--- src/rtl/regfile_write_arbiter_pkg.sv ---
// Shared writeback types and constants for the register-file write path.
// No logic; latency and backpressure are defined by the modules that use it.
package mips_pkg;

  localparam int ADDR_W = 5;
  localparam int DATA_W = 32;

  localparam logic [ADDR_W-1:0] REG_ZERO = '0;

  typedef struct packed {
    logic [ADDR_W-1:0] reg_addr;
    logic [DATA_W-1:0] data;
  } wb_req_t;

endpackage

--- src/rtl/regfile_write_arbiter_if.sv ---
// Writeback bundle: core port A, long-latency port B, decode hit lookup, regfile write port.
// Combinational through the arbiter; A stalls on a_ready, B stalls on b_ready.
interface regfile_write_arbiter_if #(
  parameter int ADDR_W = mips_pkg::ADDR_W,
  parameter int DATA_W = mips_pkg::DATA_W
);

  logic              a_valid;
  logic [ADDR_W-1:0] a_reg;
  logic [DATA_W-1:0] a_data;
  logic              a_ready;

  logic              b_valid;
  logic [ADDR_W-1:0] b_reg;
  logic [DATA_W-1:0] b_data;
  logic              b_ready;

  logic [ADDR_W-1:0] read_reg_1;
  logic [ADDR_W-1:0] read_reg_2;
  logic              pend_hit_1;
  logic              pend_hit_2;

  logic              RegWrite;
  logic [ADDR_W-1:0] write_reg;
  logic [DATA_W-1:0] write_data;

  modport master (
    output a_valid, a_reg, a_data, b_valid, b_reg, b_data, read_reg_1, read_reg_2,
    input  a_ready, b_ready, pend_hit_1, pend_hit_2, RegWrite, write_reg, write_data
  );

  modport slave (
    input  a_valid, a_reg, a_data, b_valid, b_reg, b_data, read_reg_1, read_reg_2,
    output a_ready, b_ready, pend_hit_1, pend_hit_2, RegWrite, write_reg, write_data
  );

endinterface

--- src/rtl/regfile_write_arbiter_wb_fifo.sv ---
// In-order FIFO of pending long-latency writebacks with every slot and its valid bit visible.
// Push visible at head one cycle later; caller must not push when full nor pop when empty.
module wb_fifo
  import mips_pkg::*;
#(
  parameter int  DEPTH   = 2,
  parameter type entry_t = wb_req_t
) (
  input  logic               clk,
  input  logic               rst_n,
  input  logic               push_vld,
  input  entry_t             push_dat,
  input  logic               pop_vld,
  output entry_t             head_dat,
  output entry_t             ent_dat [DEPTH],
  output logic [DEPTH-1:0]   ent_vld,
  output logic               empty,
  output logic               full
);

  localparam int AW = $clog2(DEPTH);

  // Extra wrap bit separates full from empty when the indices coincide.
  logic [AW:0]   wr_ptr;
  logic [AW:0]   rd_ptr;
  logic [AW-1:0] wr_idx;
  logic [AW-1:0] rd_idx;
  logic          do_push;
  logic          do_pop;
  entry_t        mem [DEPTH];

  assign wr_idx  = wr_ptr[AW-1:0];
  assign rd_idx  = rd_ptr[AW-1:0];
  assign empty   = (wr_ptr == rd_ptr);
  assign full    = (wr_ptr[AW] != rd_ptr[AW]) && (wr_idx == rd_idx);
  assign do_push = push_vld && !full;
  assign do_pop  = pop_vld && !empty;

  always_ff @(posedge clk or negedge rst_n) begin
    if (!rst_n) begin
      wr_ptr  <= '0;
      rd_ptr  <= '0;
      ent_vld <= '0;
    end else begin
      if (do_push) begin
        wr_ptr          <= wr_ptr + (AW+1)'(1);
        ent_vld[wr_idx] <= 1'b1;
      end
      if (do_pop) begin
        rd_ptr          <= rd_ptr + (AW+1)'(1);
        ent_vld[rd_idx] <= 1'b0;
      end
    end
  end

  always_ff @(posedge clk) begin
    if (do_push) begin
      mem[wr_idx] <= push_dat;
    end
  end

  assign head_dat = mem[rd_idx];
  assign ent_dat  = mem;

endmodule

--- src/rtl/regfile_write_arbiter.sv ---
// Shares the regfile write port between core writeback (A) and a queued long-latency port (B).
// Write port is combinational; A stalls via a_ready on forced drains, B stalls via b_ready when full.
module regfile_write_arbiter #(
  parameter int DEPTH      = 2,
  parameter int ADDR_W     = mips_pkg::ADDR_W,
  parameter int DATA_W     = mips_pkg::DATA_W,
  parameter int STARVE_MAX = 4
) (
  input  logic                   clk,
  input  logic                   rst_n,
  regfile_write_arbiter_if.slave bus
);

  typedef struct packed {
    logic [ADDR_W-1:0] reg_addr;
    logic [DATA_W-1:0] data;
  } req_t;

  typedef enum logic [1:0] {
    ARB_IDLE,
    ARB_GRANT_A,
    ARB_DRAIN_B,
    ARB_FORCE_B
  } arb_t;

  localparam int                CW   = $clog2(STARVE_MAX + 1);
  localparam logic [ADDR_W-1:0] ZERO = ADDR_W'(mips_pkg::REG_ZERO);

  arb_t             sel;
  logic             empty;
  logic             full;
  logic             push;
  logic             pop;
  req_t             push_req;
  req_t             head;
  req_t             ent [DEPTH];
  logic [DEPTH-1:0] ent_vld;
  logic             waw;
  logic             hit_1;
  logic             hit_2;
  logic             starved;
  logic [CW-1:0]    starve_cnt;
  logic [CW-1:0]    starve_nxt;
  req_t             wr_req;

  assign push_req    = '{reg_addr: bus.b_reg, data: bus.b_data};
  assign bus.b_ready = rst_n && !full;
  assign push        = bus.b_valid && bus.b_ready;

  wb_fifo #(
    .DEPTH   (DEPTH),
    .entry_t (req_t)
  ) u_fifo (
    .clk      (clk),
    .rst_n    (rst_n),
    .push_vld (push),
    .push_dat (push_req),
    .pop_vld  (pop),
    .head_dat (head),
    .ent_dat  (ent),
    .ent_vld  (ent_vld),
    .empty    (empty),
    .full     (full)
  );

  // Entry being popped this cycle still counts as a hit: decode stalls one cycle extra, never too few.
  always_comb begin
    waw   = 1'b0;
    hit_1 = 1'b0;
    hit_2 = 1'b0;
    for (int i = 0; i < DEPTH; i++) begin
      if (ent_vld[i]) begin
        if (ent[i].reg_addr == bus.a_reg)      waw   = 1'b1;
        if (ent[i].reg_addr == bus.read_reg_1) hit_1 = 1'b1;
        if (ent[i].reg_addr == bus.read_reg_2) hit_2 = 1'b1;
      end
    end
  end

  assign bus.pend_hit_1 = rst_n && hit_1 && (bus.read_reg_1 != ZERO);
  assign bus.pend_hit_2 = rst_n && hit_2 && (bus.read_reg_2 != ZERO);

  assign starved = (starve_cnt == CW'(STARVE_MAX));

  always_comb begin
    sel = ARB_IDLE;
    if (!rst_n) begin
      sel = ARB_IDLE;
    end else if (!empty && (starved || (bus.a_valid && waw))) begin
      sel = ARB_FORCE_B;
    end else if (bus.a_valid) begin
      sel = ARB_GRANT_A;
    end else if (!empty) begin
      sel = ARB_DRAIN_B;
    end
  end

  always_comb begin
    pop         = 1'b0;
    bus.a_ready = rst_n;
    wr_req      = '0;
    case (sel)
      ARB_FORCE_B: begin
        pop         = 1'b1;
        bus.a_ready = 1'b0;
        wr_req      = head;
      end
      ARB_GRANT_A: begin
        wr_req = '{reg_addr: bus.a_reg, data: bus.a_data};
      end
      ARB_DRAIN_B: begin
        pop    = 1'b1;
        wr_req = head;
      end
      default: begin
        wr_req = '0;
      end
    endcase
  end

  // $0 writes still complete their handshake; only the regfile enable is suppressed.
  assign bus.RegWrite   = (sel != ARB_IDLE) && (wr_req.reg_addr != ZERO);
  assign bus.write_reg  = wr_req.reg_addr;
  assign bus.write_data = wr_req.data;

  always_comb begin
    starve_nxt = starve_cnt;
    if (empty || pop) begin
      starve_nxt = '0;
    end else if (!starved) begin
      starve_nxt = starve_cnt + CW'(1);
    end
  end

  always_ff @(posedge clk or negedge rst_n) begin
    if (!rst_n) begin
      starve_cnt <= '0;
    end else begin
      starve_cnt <= starve_nxt;
    end
  end

endmodule

--- src/flat_wrapper.sv ---
// flat-port wrapper written by rule: the top's interface ports become plain ports
module regfile_write_arbiter_flat 
#(
  parameter int DEPTH      = 2,
  parameter int ADDR_W     = mips_pkg::ADDR_W,
  parameter int DATA_W     = mips_pkg::DATA_W,
  parameter int STARVE_MAX = 4
)
  (clk, rst_n, bus_a_valid, bus_a_reg, bus_a_data, bus_b_valid, bus_b_reg, bus_b_data, bus_read_reg_1, bus_read_reg_2, bus_a_ready, bus_b_ready, bus_pend_hit_1, bus_pend_hit_2, bus_RegWrite, bus_write_reg, bus_write_data);
  regfile_write_arbiter_if #(.ADDR_W(ADDR_W), .DATA_W(DATA_W)) bus_i ();
  input  logic clk;
  input  logic rst_n;
  input wire logic [$bits(bus_i.a_valid)-1:0] bus_a_valid;
  input wire logic [$bits(bus_i.a_reg)-1:0] bus_a_reg;
  input wire logic [$bits(bus_i.a_data)-1:0] bus_a_data;
  input wire logic [$bits(bus_i.b_valid)-1:0] bus_b_valid;
  input wire logic [$bits(bus_i.b_reg)-1:0] bus_b_reg;
  input wire logic [$bits(bus_i.b_data)-1:0] bus_b_data;
  input wire logic [$bits(bus_i.read_reg_1)-1:0] bus_read_reg_1;
  input wire logic [$bits(bus_i.read_reg_2)-1:0] bus_read_reg_2;
  output wire logic [$bits(bus_i.a_ready)-1:0] bus_a_ready;
  output wire logic [$bits(bus_i.b_ready)-1:0] bus_b_ready;
  output wire logic [$bits(bus_i.pend_hit_1)-1:0] bus_pend_hit_1;
  output wire logic [$bits(bus_i.pend_hit_2)-1:0] bus_pend_hit_2;
  output wire logic [$bits(bus_i.RegWrite)-1:0] bus_RegWrite;
  output wire logic [$bits(bus_i.write_reg)-1:0] bus_write_reg;
  output wire logic [$bits(bus_i.write_data)-1:0] bus_write_data;
  assign bus_i.a_valid = bus_a_valid;
  assign bus_i.a_reg = bus_a_reg;
  assign bus_i.a_data = bus_a_data;
  assign bus_i.b_valid = bus_b_valid;
  assign bus_i.b_reg = bus_b_reg;
  assign bus_i.b_data = bus_b_data;
  assign bus_i.read_reg_1 = bus_read_reg_1;
  assign bus_i.read_reg_2 = bus_read_reg_2;
  assign bus_a_ready = bus_i.a_ready;
  assign bus_b_ready = bus_i.b_ready;
  assign bus_pend_hit_1 = bus_i.pend_hit_1;
  assign bus_pend_hit_2 = bus_i.pend_hit_2;
  assign bus_RegWrite = bus_i.RegWrite;
  assign bus_write_reg = bus_i.write_reg;
  assign bus_write_data = bus_i.write_data;
  regfile_write_arbiter #(.DEPTH(DEPTH), .ADDR_W(ADDR_W), .DATA_W(DATA_W), .STARVE_MAX(STARVE_MAX)) u_core (.clk(clk), .rst_n(rst_n), .bus(bus_i));
endmodule
--- config.mk ---
export PLATFORM = sky130hd
export DESIGN_NAME = regfile_write_arbiter_flat
export DESIGN_NICKNAME = d
export VERILOG_FILES = /design/src/rtl/regfile_write_arbiter_pkg.sv /design/src/rtl/regfile_write_arbiter_if.sv /design/src/rtl/regfile_write_arbiter_wb_fifo.sv /design/src/rtl/regfile_write_arbiter.sv /design/src/flat_wrapper.sv
export SDC_FILE = /design/constraint.sdc
export NUM_CORES = 1
export LEC_CHECK = 0
export ABC_AREA = 1
export CAP_MARGIN = 5
export CORE_AREA = 3 3 104 106
export DETAILED_ROUTE_END_ITERATION = 8
export DIE_AREA = 0 0 107 109
export PLACE_DENSITY = 0.76
export SYNTH_ARGS = -nofsm -noshare
export SYNTH_HDL_FRONTEND = slang
export SYNTH_HIERARCHICAL = 1
export SYNTH_SLANG_ARGS = --single-unit
--- constraint.sdc ---
create_clock -name clk -period 2.3 [get_ports clk]
set_input_delay 0.69 -clock clk [delete_from_list [all_inputs] [get_ports clk]]
set_output_delay 0.69 -clock clk [all_outputs]
set_load 0.02 [all_outputs]
==> key figures <==
Route
  – WL final: 14300 um
  – DRC: 0
  – Routed wire per std cell: 17.2 um
  – DR pass1 iterations: 5
  – Initial drt markers: 258
  – Number of antenna-violating nets in the routed design: 0
  – Via density: 5.10
  – Via count: 4229

CTS
  – Worst skew pair latency: approximately 0.35 ns
  – Num CTS Buffers: 9
  – Clock tree root buffer cell: clkbuf_8
  – Clk buf depth: 2
  – CTS sink count: 83
  – CTS tree: built
  – H-tree Lvls: 3
  – Hold_buf cts: 0
  – Reg clk slew, reported paths: 0.08 ns

Timing
  – Rel. slew slack: 71.3%
  – Worst Skew: 0.0126 ns
  – Final hold violation count: 0
  – Hold slack: 0.542 ns
  – Fin crit share: 121%
  – RSZ-0062 raised after global routing: true
  – Peak Freq: 359 MHz
  – Worst setup margin: -0.483 ns
  – Period minus WS final: 2.78 ns
  – Slew @ Worst Pin: 0.430 ns
  – Final Setup Violations: 41
  – Max Slew Vio Count: 0

Worst setup path
  – CP Launch Type: register
  – Worst reg-to-reg path cell count: 10
  – Data required, critical path: 1.61 ns
  – Crit-path leading delay family: simple AND/OR/NAND/NOR gates
  – Buf/Inv on CP: 4
  – Crit path max-delay cell type: edfxtp_1
  – Crit-path cells: inv_2 -> nand2_1 -> nand2_1 -> nor2_2 -> nand3_2 -> nand4_4 -> nand2_8 -> inv_8 -> buf_12 -> nand2_4 -> nand2_4 -> nor2_4 -> nand3_2 -> buf_6
  – Setup CP Type: reg2out
  – Worst-path fanout max: 5
  – CP startpoint: u_core/u_fifo/ent_dat[72]$_DFFE_PP_
  – Worst r2r src: u_core/u_fifo/wr_ptr[0]$_DFFE_PN0N_
  – CP peak stage delay: 0.49 ns
  – Critical path endpoint category: output port
  – Critical Path AT: 2.09 ns
  – R2r endpoint: u_core/u_fifo/ent_dat[60]$_DFFE_PP_
  – Worst reg-to-reg setup slack: 0.23 ns

Layout
  – Design area: ~0.0074 mm^2
  – Commonest non-fill, non-tap cells in the layout: nand2_1, edfxtp_1, buf_4
  – Share of cells above drive strength 1: 43.1%
  – Fin cells: 829
  – # diodes: 0
  – # nets final: 782
  – Most common cell after layout, fill and taps aside: nand2_1
  – Area growth from synthesis to layout: 71.9%

Synthesis
  – Flops & latches, synth: 83
  – Post-Synthesis Cells: just under 500
  – Synthesized cell area: 0.00428 mm^2
  – Post-synth EDFFs: 74
  – Count of different cell masters after synthesis: 33
  – Synth area leader: edfxtp_1
  – Fraction of registers with async set/reset: 10.8%
  – Synth top area cells: edfxtp_1, nand2_1, dfrtp_1
  – Sequential fraction of the synthesis area: 57.2%
  – Main flop type after synthesis: edfxtp_1
  – Mean Syn Cell Area: 8.86 um^2
  – Yosys warns: 6
  – Yosys top cell area share: 51.9%
  – Syn Nets: 573

Place
  – Setup Slack @ Placement: -1.33 ns
  – GPL Wtd Cong: 0.851
  – Post-Place Cells: 785
  – Dpl hpwl: 9120 um
  – Placed inst area: between 0.006 and 0.007 mm^2
  – Port-buffer cells: between 100 and 150

Power
  – Power Density: 996 mW/mm^2
  – Max IR drop VDD: 0.582 mV
  – Pleak: between 3 and 4 nW

Global route
  – Largest net degree at the start of global routing: 39
  – Overflow after GRT: 0
  – Vias in the first global route: between 4000 and 5000
  – First-pass GRT wire length: ~22000 um
  – Initial antenna violation count: 0
  – Global-route usage over all layers: ~24%

Hold path
  – Hold depth: 2
  – WHS Endpoint: u_core/u_fifo/wr_ptr[1]$_DFFE_PN0N_
  – Worst hold-check path type: reg2reg
  – Hold path startpoint: u_core/u_fifo/wr_ptr[1]$_DFFE_PN0N_

Outcome
  – Failing checks: setup timing
  – Status: complete, but fails checks

Floorplanning
  – Die height: 109 um
  – Core area: about 0.01 mm^2
  – Die X: 107 um
  – Row count: 36
  – # IOs: 130
  – Initial Utilization: 43.4%
  – Die area: 0.0117 mm^2

Job
  – Maxcap violations: 0
==> worst reg2reg max path, delay by kind of cell, from the launching register on <==
kind	cells	cell delay, ns
and+or+nand+nor	5	0.73
buffers and inverters	5	0.62
DFF	1	0.41
==> area by class of cell <==
cell class | count | area (um^2)
clock buffer | 9 | 124
clock inverter | 6 | 90.1
fill | 639 | 2510
inverter | 37 | 173
multi-input combinational | 342 | 2100
sequential | 83 | 2450
tap | 133 | 166
timing repair buffer | 219 | 2250
==> per-layer routing <==
metal  track usage, %  wire length [um]  up-vias
li1                 -                 -     2014
met1             27.7              5480     2012
met2             45.1              7640      176
met3             4.62               876       27
met4             9.32               306        0
met5                0                 0        -
==> worst max-delay path by stage <==
stage | end | slack, ns | cells after the start
after floorplan | bus_RegWrite | -0.10 | 12
after global placement | bus_write_data[13] | -1.32 | 13
after detailed placement | bus_write_data[14] | -1.33 | 11
after CTS | bus_RegWrite | -0.43 | 16
after global routing | bus_RegWrite | -0.60 | 12
final | bus_RegWrite | -0.48 | 14
==> power breakdown <==
group / switching (mW) / internal [mW] / total (mW)
sequential: 0.122 / 1.95 / 2.07
combinational: 2.28 / 1.85 / 4.13
clock: 0.519 / 0.609 / 1.13
total: 2.92 / 4.40 / 7.33
==> logic make-up after synthesis <==
family          synth area share, %
simple gates                   29.9
flops                          57.2
buf+inv                        6.58
compound gates                 4.15
xor+xnor                       1.64
fa+ha+maj                     0.585
==> state kept, by name (all words and copies together), names as in the netlist <==
name and cells:
u_core/u_fifo/rd_ptr 2, u_core/u_fifo/ent_vld 2, u_core/u_fifo/wr_ptr 2, u_core/u_fifo/ent_dat 74, u_core/starve_cnt 3
==> cell usage after synthesis (2+ instances only) <==
cell and n:
o21ai_0 3, nor2_1 15, nand2_2 4, buf_6 5, xnor2_1 3, a21oi_1 9, nand3_2 5, buf_4 4
dfrtp_1 9, nand2_4 2, a221oi_1 5, xor2_1 5, nand4_1 2, inv_1 29, o21ai_1 2, buf_2 9
clkbuf_1 3, nand2_1 227, edfxtp_1 74, nand3_1 42, ha_1 2, o22ai_1 5, nor4_1 2, inv_2 8
==> per-stage QoR <==
stage	util [%]	total power, mW	setup TNS [ns]
finish	74.6	7.33	-16.69
CTS	72.7	7.07	-14.99
global route	74.6	7.71	-21.81
floorplan	-	3.85	-1.56
detailed placement	64.3	5.18	-78.36
global placement	64.3	5.12	-78.66
==> what timing repair did <==
| item | CTS | global route |
|---|---|---|
| hold endpoints to repair | 0 | 0 |
| resized for setup | 373 | 40 |
| endpoints found under the setup margin | 45 | 42 |
| cloned | 5 | 0 |
| setup buffers | 13 | 15 |
| pin swaps | 33 | 24 |
(Power assumes the default switching activity.)
